===== config.mk =====
export PLATFORM = sky130hd
export DESIGN_NAME = ccff_multi_loader_flat
export DESIGN_NICKNAME = d
export VERILOG_FILES = /design/src/rtl/ccff_loader_pkg.sv /design/src/rtl/ccff_multi_loader_if.sv /design/src/rtl/ccff_pulse_checker.sv /design/src/rtl/ccff_multi_loader.sv /design/src/flat_wrapper.sv
export SDC_FILE = /design/constraint.sdc
export NUM_CORES = 1
export LEC_CHECK = 0
export BUFFER_PORTS_ARGS = -buffer_cell sky130_fd_sc_hd__buf_2
export CELL_PAD_IN_SITES_DETAIL_PLACEMENT = 1
export CELL_PAD_IN_SITES_GLOBAL_PLACEMENT = 1
export CORE_MARGIN = 1
export CORE_UTILIZATION = 44
export DETAILED_ROUTE_END_ITERATION = 16
export GPL_TIMING_DRIVEN = 0
export HOLD_SLACK_MARGIN = 0.06
export PLACE_DENSITY = 0.95
export SYNTH_ARGS = -nofsm -noshare
export SYNTH_HDL_FRONTEND = slang
export SYNTH_SLANG_ARGS = --single-unit

===== constraint.sdc =====
create_clock -name prog_clk -period 5.2 [get_ports prog_clk]
set_clock_uncertainty 0.15 [all_clocks]
set_input_delay 0.52 -clock prog_clk [delete_from_list [all_inputs] [get_ports prog_clk]]
set_output_delay 0.52 -clock prog_clk [all_outputs]
set_load 0.05 [all_outputs]

===== src/rtl/ccff_loader_pkg.sv =====
// Shared types and constants for the configuration-chain loader.
package ccff_loader_pkg;

  typedef enum logic [1:0] {IDLE, SHIFT, CHECK, DONE} state_e;

  localparam logic MODE_LOAD  = 1'b0;
  localparam logic MODE_PULSE = 1'b1;

  // Bit k is the tail value required at check phase k: the pulse, then two zeros.
  localparam logic [2:0] TAIL_EXP = 3'b001;

endpackage


===== src/rtl/ccff_multi_loader_if.sv =====
// Bitstream source, fabric programming port and status bundle of the loader.
interface ccff_multi_loader_if #(
  parameter int NUM_CHAINS = 1,
  parameter int CNT_W      = 15
);
  logic                  start;
  logic                  mode;
  logic [NUM_CHAINS-1:0] s_data;
  logic                  s_valid;
  logic                  s_ready;
  logic [NUM_CHAINS-1:0] ccff_head;
  logic                  ccff_shift_en;
  logic [NUM_CHAINS-1:0] ccff_tail;
  logic                  busy;
  logic                  done;
  logic [NUM_CHAINS-1:0] err;
  logic [CNT_W-1:0]      shift_count;

  modport slave (
    input  start, mode, s_data, s_valid, ccff_tail,
    output s_ready, ccff_head, ccff_shift_en, busy, done, err, shift_count
  );

  modport master (
    output start, mode, s_data, s_valid, ccff_tail,
    input  s_ready, ccff_head, ccff_shift_en, busy, done, err, shift_count
  );
endinterface


===== src/rtl/ccff_pulse_checker.sv =====
// Per-chain tail compare against the expected pulse pattern, with sticky error flags.
module ccff_pulse_checker
  import ccff_loader_pkg::*;
#(
  parameter int NUM_CHAINS = 1
) (
  input  logic                  clk,
  input  logic                  rst_n,
  input  logic                  clr_i,
  input  logic                  smp_i,
  input  logic [1:0]            phase_i,
  input  logic [NUM_CHAINS-1:0] tail_i,
  output logic [NUM_CHAINS-1:0] err_o
);
  logic [NUM_CHAINS-1:0] err_q, err_d;
  logic                  exp_bit;

  assign exp_bit = TAIL_EXP[phase_i];

  always_comb begin
    err_d = err_q;
    if (clr_i)      err_d = '0;
    else if (smp_i) err_d = err_q | (tail_i ^ {NUM_CHAINS{exp_bit}});
  end

  always_ff @(posedge clk or negedge rst_n) begin
    if (!rst_n) err_q <= '0;
    else        err_q <= err_d;
  end

  assign err_o = err_q;
endmodule


===== src/rtl/ccff_multi_loader.sv =====
// Drives NUM_CHAINS configuration chains from a valid/ready bitstream (LOAD)
// or runs a single-pulse continuity self-check on every chain (PULSE).
module ccff_multi_loader
  import ccff_loader_pkg::*;
#(
  parameter int NUM_CHAINS = 1,
  parameter int CHAIN_LEN  = 29696,
  parameter int CNT_W      = $clog2(CHAIN_LEN + 3)
) (
  input logic                prog_clk,
  input logic                RSTB,
  ccff_multi_loader_if.slave bus
);
  localparam logic [CNT_W-1:0] LEN     = CNT_W'(CHAIN_LEN);
  localparam logic [CNT_W-1:0] LEN_M1  = CNT_W'(CHAIN_LEN - 1);
  localparam logic [CNT_W-1:0] CNT_SAT = CNT_W'(CHAIN_LEN + 2);

  state_e                state_q, state_d;
  logic                  mode_q, mode_d;
  logic [NUM_CHAINS-1:0] head_q, head_d;
  logic                  sen_q, sen_d;
  logic [CNT_W-1:0]      cnt_q, cnt_d, cnt_inc;
  logic [1:0]            chk_q, chk_d;
  logic                  ready, clr, smp;
  logic [1:0]            phase;

  assign cnt_inc = (cnt_q == CNT_SAT) ? cnt_q : cnt_q + 1'b1;
  // Ready drops once the last beat is in, so the final shift drains before DONE.
  assign ready   = (state_q == SHIFT) && (mode_q == MODE_LOAD) && (cnt_q != LEN);

  always_comb begin
    state_d = state_q;
    mode_d  = mode_q;
    head_d  = head_q;
    sen_d   = 1'b0;
    cnt_d   = cnt_q;
    chk_d   = chk_q;
    clr     = 1'b0;
    smp     = 1'b0;
    phase   = chk_q - 2'd1;
    unique case (state_q)
      IDLE, DONE: begin
        head_d = '0;
        if (bus.start) begin
          state_d = SHIFT;
          mode_d  = bus.mode;
          clr     = 1'b1;
          chk_d   = '0;
          cnt_d   = '0;
          // The pulse is injected on the accepting edge itself.
          if (bus.mode == MODE_PULSE) begin
            head_d = '1;
            sen_d  = 1'b1;
            cnt_d  = CNT_W'(1);
          end
        end
      end
      SHIFT: begin
        if (mode_q == MODE_PULSE) begin
          head_d = '0;
          sen_d  = 1'b1;
          cnt_d  = cnt_inc;
          if (cnt_q == LEN_M1) state_d = CHECK;
        end else if (cnt_q == LEN) begin
          head_d  = '0;
          state_d = DONE;
        end else if (bus.s_valid) begin
          head_d = bus.s_data;
          sen_d  = 1'b1;
          cnt_d  = cnt_inc;
        end
      end
      CHECK: begin
        // Phases 0/1 shift two extra zeros; the tail lags its shift edge by one cycle.
        head_d = '0;
        chk_d  = chk_q + 2'd1;
        if (chk_q < 2'd2) begin
          sen_d = 1'b1;
          cnt_d = cnt_inc;
        end
        smp = (chk_q != 2'd0);
        if (chk_q == 2'd3) state_d = DONE;
      end
      default: state_d = IDLE;
    endcase
  end

  always_ff @(posedge prog_clk or negedge RSTB) begin
    if (!RSTB) begin
      state_q <= IDLE;
      mode_q  <= MODE_LOAD;
      head_q  <= '0;
      sen_q   <= 1'b0;
      cnt_q   <= '0;
      chk_q   <= '0;
    end else begin
      state_q <= state_d;
      mode_q  <= mode_d;
      head_q  <= head_d;
      sen_q   <= sen_d;
      cnt_q   <= cnt_d;
      chk_q   <= chk_d;
    end
  end

  ccff_pulse_checker #(.NUM_CHAINS(NUM_CHAINS)) u_chk (
    .clk     (prog_clk),
    .rst_n   (RSTB),
    .clr_i   (clr),
    .smp_i   (smp),
    .phase_i (phase),
    .tail_i  (bus.ccff_tail),
    .err_o   (bus.err)
  );

  assign bus.s_ready       = ready;
  assign bus.ccff_head     = head_q;
  assign bus.ccff_shift_en = sen_q;
  assign bus.busy          = (state_q == SHIFT) || (state_q == CHECK);
  assign bus.done          = (state_q == DONE);
  assign bus.shift_count   = cnt_q;
endmodule


===== src/flat_wrapper.sv =====
// flat-port wrapper written by rule: the top's interface ports become plain ports
module ccff_multi_loader_flat import ccff_loader_pkg::*;
#(
  parameter int NUM_CHAINS = 1,
  parameter int CHAIN_LEN  = 29696,
  parameter int CNT_W      = $clog2(CHAIN_LEN + 3)
)
  (prog_clk, RSTB, bus_start, bus_mode, bus_s_data, bus_s_valid, bus_ccff_tail, bus_s_ready, bus_ccff_head, bus_ccff_shift_en, bus_busy, bus_done, bus_err, bus_shift_count);
  ccff_multi_loader_if #(.NUM_CHAINS(NUM_CHAINS), .CNT_W(CNT_W)) bus_i ();
  input logic prog_clk;
  input logic RSTB;
  input wire logic [$bits(bus_i.start)-1:0] bus_start;
  input wire logic [$bits(bus_i.mode)-1:0] bus_mode;
  input wire logic [$bits(bus_i.s_data)-1:0] bus_s_data;
  input wire logic [$bits(bus_i.s_valid)-1:0] bus_s_valid;
  input wire logic [$bits(bus_i.ccff_tail)-1:0] bus_ccff_tail;
  output wire logic [$bits(bus_i.s_ready)-1:0] bus_s_ready;
  output wire logic [$bits(bus_i.ccff_head)-1:0] bus_ccff_head;
  output wire logic [$bits(bus_i.ccff_shift_en)-1:0] bus_ccff_shift_en;
  output wire logic [$bits(bus_i.busy)-1:0] bus_busy;
  output wire logic [$bits(bus_i.done)-1:0] bus_done;
  output wire logic [$bits(bus_i.err)-1:0] bus_err;
  output wire logic [$bits(bus_i.shift_count)-1:0] bus_shift_count;
  assign bus_i.start = bus_start;
  assign bus_i.mode = bus_mode;
  assign bus_i.s_data = bus_s_data;
  assign bus_i.s_valid = bus_s_valid;
  assign bus_i.ccff_tail = bus_ccff_tail;
  assign bus_s_ready = bus_i.s_ready;
  assign bus_ccff_head = bus_i.ccff_head;
  assign bus_ccff_shift_en = bus_i.ccff_shift_en;
  assign bus_busy = bus_i.busy;
  assign bus_done = bus_i.done;
  assign bus_err = bus_i.err;
  assign bus_shift_count = bus_i.shift_count;
  ccff_multi_loader #(.NUM_CHAINS(NUM_CHAINS), .CHAIN_LEN(CHAIN_LEN), .CNT_W(CNT_W)) u_core (.prog_clk(prog_clk), .RSTB(RSTB), .bus(bus_i));
endmodule

=== Word-level counts from Yosys, hierarchy flattened ===
Index checks and enable logic that the tools add are counted.

* Register bits after elaboration: 23
* Bits of input ports: 7
* Output and inout bits: 21
* Logic and storage cells: 77

* Add/subtract/negate cells: 3
* Order comparisons: 2
* Equal/unequal tests: 16
* Muxes and demuxes: 34
* Bitwise gates (word level): 3
* Reduce and logical (&&, ||, !) cells: 12

{| class="wikitable"
|+ Operators by type and width
! cell !! count
|-
| two-way mux 15 bit || 6
|-
| == test 15 bit, second input constant || 3
|-
| one-hot mux 15 bit (3 select lines) || 1
|-
| two-way mux 1 bit || 16
|-
| adder 15 x 1 -> 15 bit, second input constant || 1
|-
| != test 15 bit, second input constant || 1
|-
| two-way mux 2 bit || 6
|-
| != test 3 x 2 -> 1 bit, second input constant || 3
|-
| AND reduction 4 bit || 2
|-
| == test 2 bit, second input constant || 3
|-
| one-hot mux 1 bit (3 select lines) || 2
|-
| one-hot mux 2 bit (3 select lines) || 1
|-
| nonzero test 2 bit || 3
|-
| != test 2 x 1 -> 1 bit, second input constant || 2
|-
| != test 4 x 3 -> 1 bit, second input constant || 1
|-
| one-hot mux 2 bit (2 select lines) || 1
|-
| AND reduction 2 bit || 2
|-
| < comparator 2 x 3 -> 1 bit, second input constant || 1
|-
| != test 3 bit, second input constant || 1
|-
| adder 2 x 1 -> 2 bit, second input constant || 1
|-
| binary-select mux 1 bit (select 2 bit) || 1
|-
| == test 2 x 1 -> 1 bit, second input constant || 1
|-
| logical AND 1 bit || 2
|-
| logical NOT 2 bit || 1
|-
| other kinds (8) || 8
|}

=== Longest topological paths before layout ===
Gate-level depths: netlist of run 1.

* Word-level depth: 7
* Mapped depth: 9
* Mapped depth without buffers: 7

=== By module ===
Synthesis of run 1 repeated with hierarchy kept, for this count alone.

* Cell total of the unflattened synthesis: 170
* Area total of the unflattened synthesis: 1539.0 sq um

{| class="wikitable"
|+ By module, submodules not included
! module !! times used !! cells each !! area an instance (sq um)
|-
| ccff_multi_loader || 1 || 165 || 1486.4
|-
| ccff_pulse_checker || 1 || 5 || 52.6
|}

=== Least setup slack after synthesis of run 1 ===
OpenSTA, ideal clock, no wires.

* Path type: register to register
* From: register u_core.cnt_q[6], in the netlist u_core.bus.shift_count[6]
* To: register u_core.state_q[1]
* Arrival time: 2558 ps
* Required time: 4970 ps
* Setup slack: 2412 ps
* Stages on the path, launching flop included: 7
* Cell sequence: dfrtp_1 buf_6 or4_1 nor4_1 nor2_1 a2111oi_4 mux2i_1

* Word-level cells in the longest chain between the ends: 3
* Elaborated cells on any way between the ends: 5
* Classes of those cells: 4 x eq/ne; 1 x reduce/logical

{| class="wikitable"
|+ Ends and longest elaborated chain
! item !! RTL line !! source
|-
| start: declaration || ccff_multi_loader.sv:22 || <nowiki>logic [CNT_W-1:0] cnt_q, cnt_d, cnt_inc;</nowiki>
|-
| start signal: assignment || ccff_multi_loader.sv:101 || <nowiki>cnt_q <= cnt_d;</nowiki>
|-
| == test 15 bit (on tied branches) || ccff_multi_loader.sv:63, ccff_multi_loader.sv:64 ||
|-
| != test 3 bit (no line) or != test 3 x 2 -> 1 bit (tied branches) || n/a ||
|-
| AND reduction 4 bit (no line) * || n/a ||
|-
| end signal: assignment || ccff_multi_loader.sv:97 || <nowiki>state_q <= state_d;</nowiki>
|-
| end: declaration || ccff_multi_loader.sv:18 || <nowiki>state_e state_q, state_d;</nowiki>
|}

Mark *: on every way between the ends. The rest lies on a longest branch, timed or not.
A chain may end at the register's enable or synchronous reset.

=== Worst setup path after layout of run 1 ===
* From: register u_core.state_q[0]
* To: register u_core.cnt_q[10], in the netlist u_core.bus.shift_count[10]

* Word-level cells in the longest chain between the ends: 4
* Elaborated cells on any way between the ends: 11
* Classes of those cells: 7 x eq/ne; 1 x mux; 3 x reduce/logical

{| class="wikitable"
|+ Ends and longest elaborated chain
! item !! RTL line !! source
|-
| == test 2 bit or logical NOT 2 bit (tied branches) || ccff_multi_loader.sv:41 || <nowiki>unique case (state_q)</nowiki>
|-
| OR reduction 2 bit || ccff_multi_loader.sv:41 ||
|-
| != test 2 bit (no line) || n/a ||
|-
| AND reduction 4 bit (no line) || n/a ||
|}

Several ways; a longest one is shown, not always the timed one.

==> impl_metrics.py, run 1 <==
metrics = {
    "outcome": {
        "outcome": "complete, no violations",
    },
    "logic_synthesis": {
        "yosysWarnings": 0,
        "syn_nets": 181,
        "syn_inst": 165,
        "synth_top_area_cell": "dfrtp_1",
        "ys_ff_latch": 23,
        "synthTopCellsByArea": "dfrtp_1 39%, ha_1 7.7%, o21ai_0 6.5%",
        "netlist_area_sq_mm": 0.00147,
        "syn_avg_cell_area_sq_um": 8.88,
        "synth_top_area_share_pct": 39.3,
        "synth-seq-area-share_pct": 39.3,
        "ys_types": 38,
    },
    "min_path": {
        "hp-class": "in -> reg",
        "holdPathEnd": "u_core.mode_q",
        "holdPathStages": 3,
        "holdCritStartpoint": "bus_mode",
    },
    "die": {
        "initial_core_util_pct": 47.2,
        "die-area_sq_mm": 0.00356,
        "die_y_microns": 59.7,
        "die_x_microns": 59.7,
        "row_count": 20,
        "core_sq_mm": 0.00310,
        "io_pins": 28,
    },
    "final_layout": {
        "n_fill_cell": 397,
        "area_growth_pct": 15.1,
        "drive_gt1_share_pct": 18.9,
        "layout_common_cells": "27 x buf_2, 23 x dfrtp_1, 19 x o21ai_0, 16 x nand2_1",
        "diodes": 0,
        "layout.nets": 213,
        "layout_commonest_cell": "buf_2",
    },
    "cts": {
        "numCtsBuffers": 3,
        "cts_tree": "done",
        "cts-resized-gates": 0,
        "ctsHoldBuffers": 1,
        "cts.sinks": 23,
        "clk_latency_ns": 0.32,
        "clockBufferDepth": 2,
        "htreeDepth": 1,
        "cts_root_buf": "clkbuf_4",
        "post_cts_buffers": 0,
        "clkTransAtPathRegs_ns": 0.14,
    },
    "critical_path": {
        "critical-path-max-stage-delay_ns": 0.42,
        "critPathLaunchType": "flop",
        "required_ns": 5.26,
        "critPathLaunch": "u_core.state_q[0]",
        "r2r_slack_ns": 2.14,
        "path_class": "reg -> reg",
        "slowest_stage": "dfrtp_1",
        "worstRegToRegCells": 9,
        "r2r_start": "u_core.state_q[0]",
        "cp-end-kind": "flop",
        "worst_ep_arrival_time_ns": 3.12,
        "crit_chain": "inv_1, ha_1, clkbuf_1, clkinv_1, a32oi_1, o21bai_4, or2b_2, buf_6, o31ai_1",
        "timing.rr.end": "u_core.bus.shift_count[10]",
        "cp_max_fo": 10,
    },
    "global_routing": {
        "grt-busiest-layer": "met2",
        "antenna_found_initial": 0,
        "grt_use_met1_pct": 30.2,
        "track_usage_pct": 25.2,
        "use_met3_pct": 3.25,
        "grt_pass1_wl_microns": 6720,
        "grt.overflow.total": 0,
        "grt_max_degree": 24,
        "grtUsageMet2_pct": 44.6,
        "grt_pass1_vias": 1439,
    },
    "flow_run": {
        "max-cap-violations": 0,
    },
    "route": {
        "drc": 0,
        "avgViaCountPerCell": 5.88,
        "dr.first_iter.drc_count": 34,
        "drtPass1Iterations": 4,
        "via_count": 1412,
        "wl_microns": 4180,
        "ant_nets": 0,
        "drt-wirelength-per-cell_microns": 17.4,
    },
    "placed_design": {
        "gp_congestion": 0.837,
        "dpl.hpwl_microns": 3020,
        "io_buffer_count": 26,
        "pre_cts_ws_ns": 2.30,
    },
    "power_and_ir_drop": {
        "clock_power_share_pct": 8.7,
        "p_leak_nw": 0.799,
        "power_switching_mw": 0.568,
        "ir_worst_vdd_v": 0.000287,
        "p_seq_share_pct": 25.5,
        "power_frac_comb_pct": 65.8,
        "swShare_pct": 55.0,
        "p_int_mw": 0.465,
        "powerDensity_mw_per_mm2": 612,
    },
    "timing": {
        "fmax_mhz": 327,
        "finalSetupTns_ns": 0,
        "tightest_slew_ns": 0.597,
        "rsz0062_at_grt": "no",
        "layout_min_cycle_time_ns": 3.06,
        "drv_slew": 0,
        "setup_viol": 0,
        "postLayoutSetupSlackWorst_ns": 2.14,
        "finalHoldViolCount": 0,
        "min_period_over_period_pct": 58.9,
        "relSlewSlack_pct": 60.1,
    },
}
[stage by stage]
stage                     utilization, %  std cells  hold slack (ns)  power (mW)  area [sq um]
after global placement              53.2        235            0.358       0.900          1650
after CTS                           54.4        240            0.360        1.03          1690
after floorplan                        -        165           0.0744       0.767          1470
after global routing                54.4        240            0.355        1.11          1690
after detailed placement            53.2        235            0.364       0.940          1650
final                               54.4        240            0.368        1.03          1690
[logic make-up (layout without fill, tap and decap cells)]
kind of cell	Yosys count	in the layout	share of synthesized area (%)
xor+xnor	2	2	1.20
fa+ha+maj	9	9	7.69
flops	23	23	39.3
mux	2	2	1.37
compound gates	53	53	25.1
simple gates	53	53	18.1
buf+inv	23	54	7.26
[registers in the layout, summed over array words and instances (netlist names)]
signal,count
u_core.state_q,2
u_core.chk_q,2
u_core.bus.ccff_head,1
u_core.bus.ccff_shift_en,1
u_core.bus.shift_count,15
u_core.mode_q,1
u_core.u_chk.err_o,1
[cell usage after synthesis]
cell        n
a211o_1     1
a41oi_1     1
nand4_1     3
nor2_1     12
o21bai_4    1
clkbuf_1    6
and4_1      1
o31ai_1     9
ha_1        9
a2111oi_4   1
nand2b_1    2
dfrtp_1    23
o221ai_1    1
nand2_1    16
clkinv_1    1
nand4b_1    1
xnor2_1     1
a21oi_1     5
mux2i_1     2
or4_4       1
o21ai_0    19
a31oi_1     7
buf_6       2
buf_4       1
o21ai_1     1
a2bb2oi_1   1
xor2_1      1
inv_1      12
or2b_2      1
or4_1       3
nor3_1      1
and3_1      2
nor4_1      1
nand3_1     9
buf_2       1
o41ai_1     2
a32oi_1     2
a22oi_1     2
[power groups by stage]
stage	registers [mW]	logic, mW	clock network, mW
6_report	0.264	0.679	0.0898
3_5_place_dp	0.267	0.673	0
3_3_place_gp	0.262	0.637	0
5_1_grt	0.269	0.740	0.0964
4_1_cts	0.263	0.678	0.0894
2_1_floorplan	0.321	0.447	0
[layer usage]
metal	up-vias	part of all wire, %
met5	-	0
met4	0	2.3
met3	13	2.5
met2	34	51
met1	703	44
li1	662	-
[worst max path at each step]
stage	endpoint	slack, ns
final	u_core.bus.shift_count[10]	2.14
after global routing	u_core.bus.shift_count[10]	2.04
after floorplan	u_core.state_q[1]	2.41
after detailed placement	u_core.bus.shift_count[12]	2.30
after CTS	bus_s_ready	2.21
after global placement	u_core.bus.shift_count[6]	2.39
[critical path, delay by kind of cell (launching register included)]
family	cells	cell delay, ns
buf+inv	4	0.92
compound gates	3	0.85
flops	1	0.42
simple gates	1	0.34
fa+ha+maj	1	0.28
[final cells by class]
cell class / count / area, sq um / area share (%)
multi-input cells: 119 / 783 / 46.4
flip-flops and latches: 23 / 576 / 34.1
repair buffers: 27 / 140 / 8.31
plain buffers: 10 / 57.6 / 3.41
well taps: 44 / 55.1 / 3.26
inverters: 13 / 48.8 / 2.89
clock buffers: 4 / 26.3 / 1.56
(Power assumes the default switching activity.)
==> inputs of run 2 (changes only) <==
CORE_UTILIZATION = 37   (was 44)
PLACE_DENSITY = 0.86   (was 0.95)
clock period = 2.5 ns   (was 5.2 ns; I/O delays follow)
==> run 2 against run 1 <==
Total power up 130%. Core utilization decreased by 4.9 points. Die area is 18% higher. Clock power grew to 2.7 times the previous value. Cell area is 9.0% higher. Highest routed layer unchanged. Critical endpoint is now u_core.bus.shift_count[8]. Fmax is 23% higher. Register-to-register slack got worse by 2.1 ns.
==> impl_metrics.py, run 2 (synthesis gave the netlist of run 1 again) <==
metrics = {
    "outcome": {
        "outcome": "complete, no violations",
    },
    "global_routing": {
        "grt_pass1_vias": 1427,
        "grt_max_degree": 24,
        "track_usage_pct": 22.3,
        "grt_pass1_wl_microns": 7130,
        "antenna_found_initial": 0,
        "grt.overflow.total": 0,
    },
    "cts": {
        "numCtsBuffers": 3,
        "clockBufferDepth": 2,
        "cts.sinks": 23,
        "clk_latency_ns": 0.27,
        "cts_root_buf": "clkbuf_8",
        "cts_tree": "done",
        "clkTransAtPathRegs_ns": 0.09,
        "htreeDepth": 1,
    },
    "die": {
        "row_count": 22,
        "die_y_microns": 64.9,
        "initial_core_util_pct": 39.4,
        "io_pins": 28,
        "core_sq_mm": 0.00372,
        "die_x_microns": 64.9,
        "die-area_sq_mm": 0.00422,
    },
    "placed_design": {
        "pre_cts_ws_ns": -0.340,
        "io_buffer_count": 26,
        "gp_congestion": 0.718,
        "dpl.hpwl_microns": 2810,
    },
    "flow_run": {
        "max-cap-violations": 0,
    },
    "timing": {
        "setup_viol": 0,
        "fin_hold_ws_ns": 0.148,
        "relSlewSlack_pct": 62.8,
        "min_period_over_period_pct": 99.5,
        "layout_min_cycle_time_ns": 2.49,
        "finalSetupTns_ns": 0,
        "fmax_mhz": 402,
        "finalHoldViolCount": 0,
        "postLayoutSetupSlackWorst_ns": 0.0131,
        "drv_slew": 0,
        "rsz0062_at_grt": "yes",
        "tightest_slew_ns": 0.556,
    },
    "power_and_ir_drop": {
        "powerDensity_mw_per_mm2": 1290,
        "p_leak_nw": 0.847,
        "ir_worst_vdd_v": 0.000562,
        "total_power_mw": 2.38,
    },
    "route": {
        "wl_microns": 4150,
        "avgViaCountPerCell": 5.70,
        "drtPass1Iterations": 4,
        "drc": 0,
        "ant_nets": 0,
        "dr.first_iter.drc_count": 49,
        "drt-wirelength-per-cell_microns": 16.6,
        "via_count": 1424,
    },
    "critical_path": {
        "cp-end-kind": "flop",
        "crit_chain": "or4_4, or4_4, o21bai_4, or2b_4, buf_8, o31ai_1",
        "path_class": "reg -> reg",
        "crit_top_cell": "or4_4",
        "cp_max_fo": 10,
        "critPathLaunchType": "flop",
        "worst_ep_arrival_time_ns": 2.49,
        "cpLargestDelayFamily": "simple AND/OR/NAND/NOR gates",
        "required_ns": 2.50,
        "critical-path-max-stage-delay_ns": 0.56,
        "slowest_stage": "or4_4",
        "critPathBufInv": 1,
    },
    "final_layout": {
        "n_fill_cell": 455,
        "layout_commonest_cell": "buf_2",
        "layout_common_cells": "27 x buf_2, 19 x o21ai_0, 16 x nand2_1, 16 x dfrtp_1, 12 x inv_1",
        "layout.nets": 219,
        "largest_reg_flops": 15,
        "drive_gt1_share_pct": 30.2,
        "area_growth_pct": 25.4,
        "diodes": 0,
    },
    "min_path": {
        "hp-class": "in -> reg",
    },
}
run 2: cell count changes in the layout (fill, tap and decap cells not counted), moves of 2 or more:
cell,delta
dfrtp_1,-7
dfrtp_2,+7
buf_4,+6
clkbuf_4,-3
clkbuf_8,+3
clkbuf_1,-2
nor2_1,-2
or4_1,-2
or4_4,+2
run 2: worst register-to-register path: cells and delay by family, from the launching register on:
family,cells,cell delay [ns]
compound gates,2,0.34
buf+inv,1,0.13
flops,1,0.46
simple gates,3,1.29
run 2: what timing repair did:
| action | CTS | global route |
|---|---|---|
| setup buffers | 5 | 3 |
| pin swaps | 2 | 2 |
| gates cloned | 0 | 0 |
| hold buffers | 1 | 0 |
| setup endpoints to repair | 15 | 15 |
| hold endpoints to repair | 23 | 0 |
| resized for setup | 7 | 2 |
run 2: path summary, 6_finish.rpt:
kind                                              to                       from  cells after the start  slack [ns]
setup / recovery           u_core.bus.shift_count[8]  u_core.bus.shift_count[7]                      6        0.01
hold / removal                         u_core.mode_q                   bus_mode                      3        0.15
setup reg to reg           u_core.bus.shift_count[8]  u_core.bus.shift_count[7]                      6        0.01
hold reg to reg            u_core.bus.shift_count[9]  u_core.bus.shift_count[9]                      1        0.36
max in group asynchronous  u_core.bus.shift_count[9]                       RSTB                      2        1.48
min in group asynchronous       u_core.bus.ccff_head                       RSTB                      2        0.34
run 2: routing by layer:
metal	GRT usage [%]	share of wire [%]	vias up
met5	0	0	-
met3	2.99	2.5	7
met2	37.6	51	19
met4	7.78	1.9	0
met1	28.9	44	721
li1	-	-	677
run 2: final cells by class:
class                           count  area (sq um)  share of cell area, %
Buffer                              8          57.6                   3.13
Sequential cell                    23           584                   31.8
Timing Repair Buffer               35           204                   11.1
Inverter                           13          51.3                   2.79
Multi-Input combinational cell    119           836                   45.5
Tap cell                           48          60.1                   3.27
Clock buffer                        4          45.0                   2.45
run 2: through the flow:
stage / utilization (%) / area, sq um / instances
after floorplan: - / 1500 / 165
after global placement: 45.6 / 1690 / 239
after detailed placement: 45.6 / 1690 / 239
after CTS: 48.9 / 1820 / 248
after global routing: 49.5 / 1840 / 250
final: 49.5 / 1840 / 250
run 2: where the power goes:
part           internal [mW]  switching [mW]  total [mW]
clock                  0.114           0.129       0.243
sequential             0.457          0.0814       0.538
combinational          0.576            1.02        1.59
==> inputs of run 3 (changes only) <==
BUFFER_PORTS_ARGS = -buffer_cell sky130_fd_sc_hd__clkbuf_2   (was -buffer_cell sky130_fd_sc_hd__buf_2)
==> run 3 against run 2 <==
Core utilization is 0.44 points higher. Via count down 0.84%. Worst setup slack better by 0.041 ns. Final cell count is the same. Critical endpoint is now u_core.bus.shift_count[9]. Largest power group unchanged.
==> impl_metrics.py, run 3 (synthesis gave the netlist of run 1 again) <==
metrics = {
    "power_and_ir_drop": {
        "p_leak_nw": 0.839,
        "p_int_mw": 1.17,
        "ir_worst_vdd_v": 0.000592,
        "powerDensity_mw_per_mm2": 1310,
        "clock_power_share_pct": 10.3,
        "swShare_pct": 51.6,
        "p_seq_share_pct": 22.7,
        "power_frac_comb_pct": 67.1,
        "power_switching_mw": 1.25,
        "total_power_mw": 2.42,
    },
    "die": {
        "core_sq_mm": 0.00372,
        "die_y_microns": 64.9,
        "initial_core_util_pct": 39.4,
        "row_count": 22,
        "io_pins": 28,
        "die-area_sq_mm": 0.00422,
        "die_x_microns": 64.9,
    },
    "timing": {
        "setup_viol": 0,
        "finalSetupTns_ns": 0,
        "relSlewSlack_pct": 59.6,
        "drv_slew": 0,
        "layout_min_cycle_time_ns": 2.45,
        "finalHoldViolCount": 0,
        "min_period_over_period_pct": 97.8,
        "fmax_mhz": 409,
        "tightest_slew_ns": 0.606,
    },
    "route": {
        "drt-wirelength-per-cell_microns": 16.5,
        "wl_microns": 4120,
        "ant_nets": 0,
        "avgViaCountPerCell": 5.65,
        "dr.first_iter.drc_count": 89,
        "via_count": 1412,
        "drc": 0,
        "drtPass1Iterations": 4,
    },
    "critical_path": {
        "worst_ep_arrival_time_ns": 2.44,
        "worstRegToRegCells": 6,
        "path_class": "reg -> reg",
        "cp-end-kind": "flop",
        "critPathLaunchType": "flop",
        "cp_max_fo": 10,
        "required_ns": 2.50,
    },
    "final_layout": {
        "layout_common_cells": "26 x clkbuf_2, 19 x o21ai_0, 16 x nand2_1, 16 x dfrtp_1, 12 x inv_1",
        "drive_gt1_share_pct": 31.7,
        "layout.nets": 219,
        "layout_commonest_cell": "clkbuf_2",
        "fin_area_sq_mm": 0.00185,
        "diodes": 0,
        "largest_reg_flops": 15,
        "area_growth_pct": 26.6,
    },
    "min_path": {
        "hp-class": "in -> reg",
        "holdPathStages": 3,
    },
    "global_routing": {
        "antenna_found_initial": 0,
        "grt_pass1_wl_microns": 7030,
        "track_usage_pct": 21.4,
        "grt.overflow.total": 0,
        "grt_max_degree": 24,
        "grt_pass1_vias": 1444,
    },
    "placed_design": {
        "place_area_sq_mm": 0.00169,
        "io_buffer_count": 26,
        "gp_congestion": 0.727,
        "dpl.hpwl_microns": 2790,
    },
    "cts": {
        "cts.sinks": 23,
        "cts_root_buf": "clkbuf_8",
        "cts_tree": "done",
        "clk_latency_ns": 0.28,
        "clockBufferDepth": 2,
        "numCtsBuffers": 3,
        "clkTransAtPathRegs_ns": 0.10,
        "htreeDepth": 1,
    },
    "outcome": {
        "outcome": "complete, no violations",
    },
    "flow_run": {
        "max-cap-violations": 0,
    },
}
[run 3: cell count changes in the layout (fill, tap and decap cells not counted), sizes merged]
| cell | change |
|---|---|
| clkinv | +1 |
| buf | -26 |
| clkbuf | +25 |
[run 3: per-stage QoR]
step	instances	setup WS [ns]	utilization (%)	hold slack (ns)
after global placement	239	-0.319	45.6	0.131
final	250	0.0543	49.9	0.124
after detailed placement	239	-0.274	45.6	0.135
after floorplan	165	0.0142	-	-0.196
after CTS	246	0.00471	47.7	0.132
after global routing	250	-0.0216	49.9	0.159
[run 3: metal layers]
metal	part of all wire [%]	track usage [%]	up-vias	wire, microns
li1	-	-	680	-
met1	48	28.8	704	1990
met2	48	36.1	23	1980
met3	2.7	2.64	5	112
met4	1.1	5.00	0	46
met5	0	0	-	0
[run 3: area by class of cell]
| cell class | count | area (sq um) |
|---|---|---|
| clock inverters | 1 | 5.00 |
| inverters | 13 | 51.3 |
| fillers | 457 | 1860 |
| plain buffers | 8 | 57.6 |
| well taps | 48 | 60.1 |
| repair buffers | 35 | 198 |
| flip-flops and latches | 23 | 584 |
| multi-input cells | 119 | 857 |
| clock buffers | 3 | 41.3 |
[run 3: critical path, cell delays in order, from the launching register on]
cell	delay, ns
dfrtp_2	0.48
or4_4	0.56
or4_4	0.51
o21bai_4	0.23
or2b_4	0.18
buf_8	0.14
o31ai_1	0.08
[run 3: final timing paths]
check | startpoint | end | slack (ns)
max | u_core.bus.shift_count[7] | u_core.bus.shift_count[9] | 0.05
min | bus_mode | u_core.mode_q | 0.12
max reg2reg | u_core.bus.shift_count[7] | u_core.bus.shift_count[9] | 0.05
min reg2reg | u_core.bus.shift_count[9] | u_core.bus.shift_count[9] | 0.38
max in group asynchronous | RSTB | u_core.bus.shift_count[9] | 1.40
min in group asynchronous | RSTB | u_core.bus.ccff_head | 0.35
[run 3: power groups by stage]
| stage | clock network (mW) | registers [mW] | logic [mW] |
|---|---|---|---|
| 2_1_floorplan | 0 | 0.668 | 0.958 |
| 3_3_place_gp | 0 | 0.553 | 1.38 |
| 3_5_place_dp | 0 | 0.559 | 1.42 |
| 4_1_cts | 0.247 | 0.547 | 1.47 |
| 5_1_grt | 0.262 | 0.562 | 1.79 |
| 6_report | 0.249 | 0.549 | 1.62 |
[run 3: what timing repair did]
action,in CTS,in global routing
pin swaps,1,2
gates resized for setup,1,10
setup endpoints to repair,15,17
hold endpoints to repair,23,0
buffers inserted,3,4
cloned,0,1
hold buffers,1,0
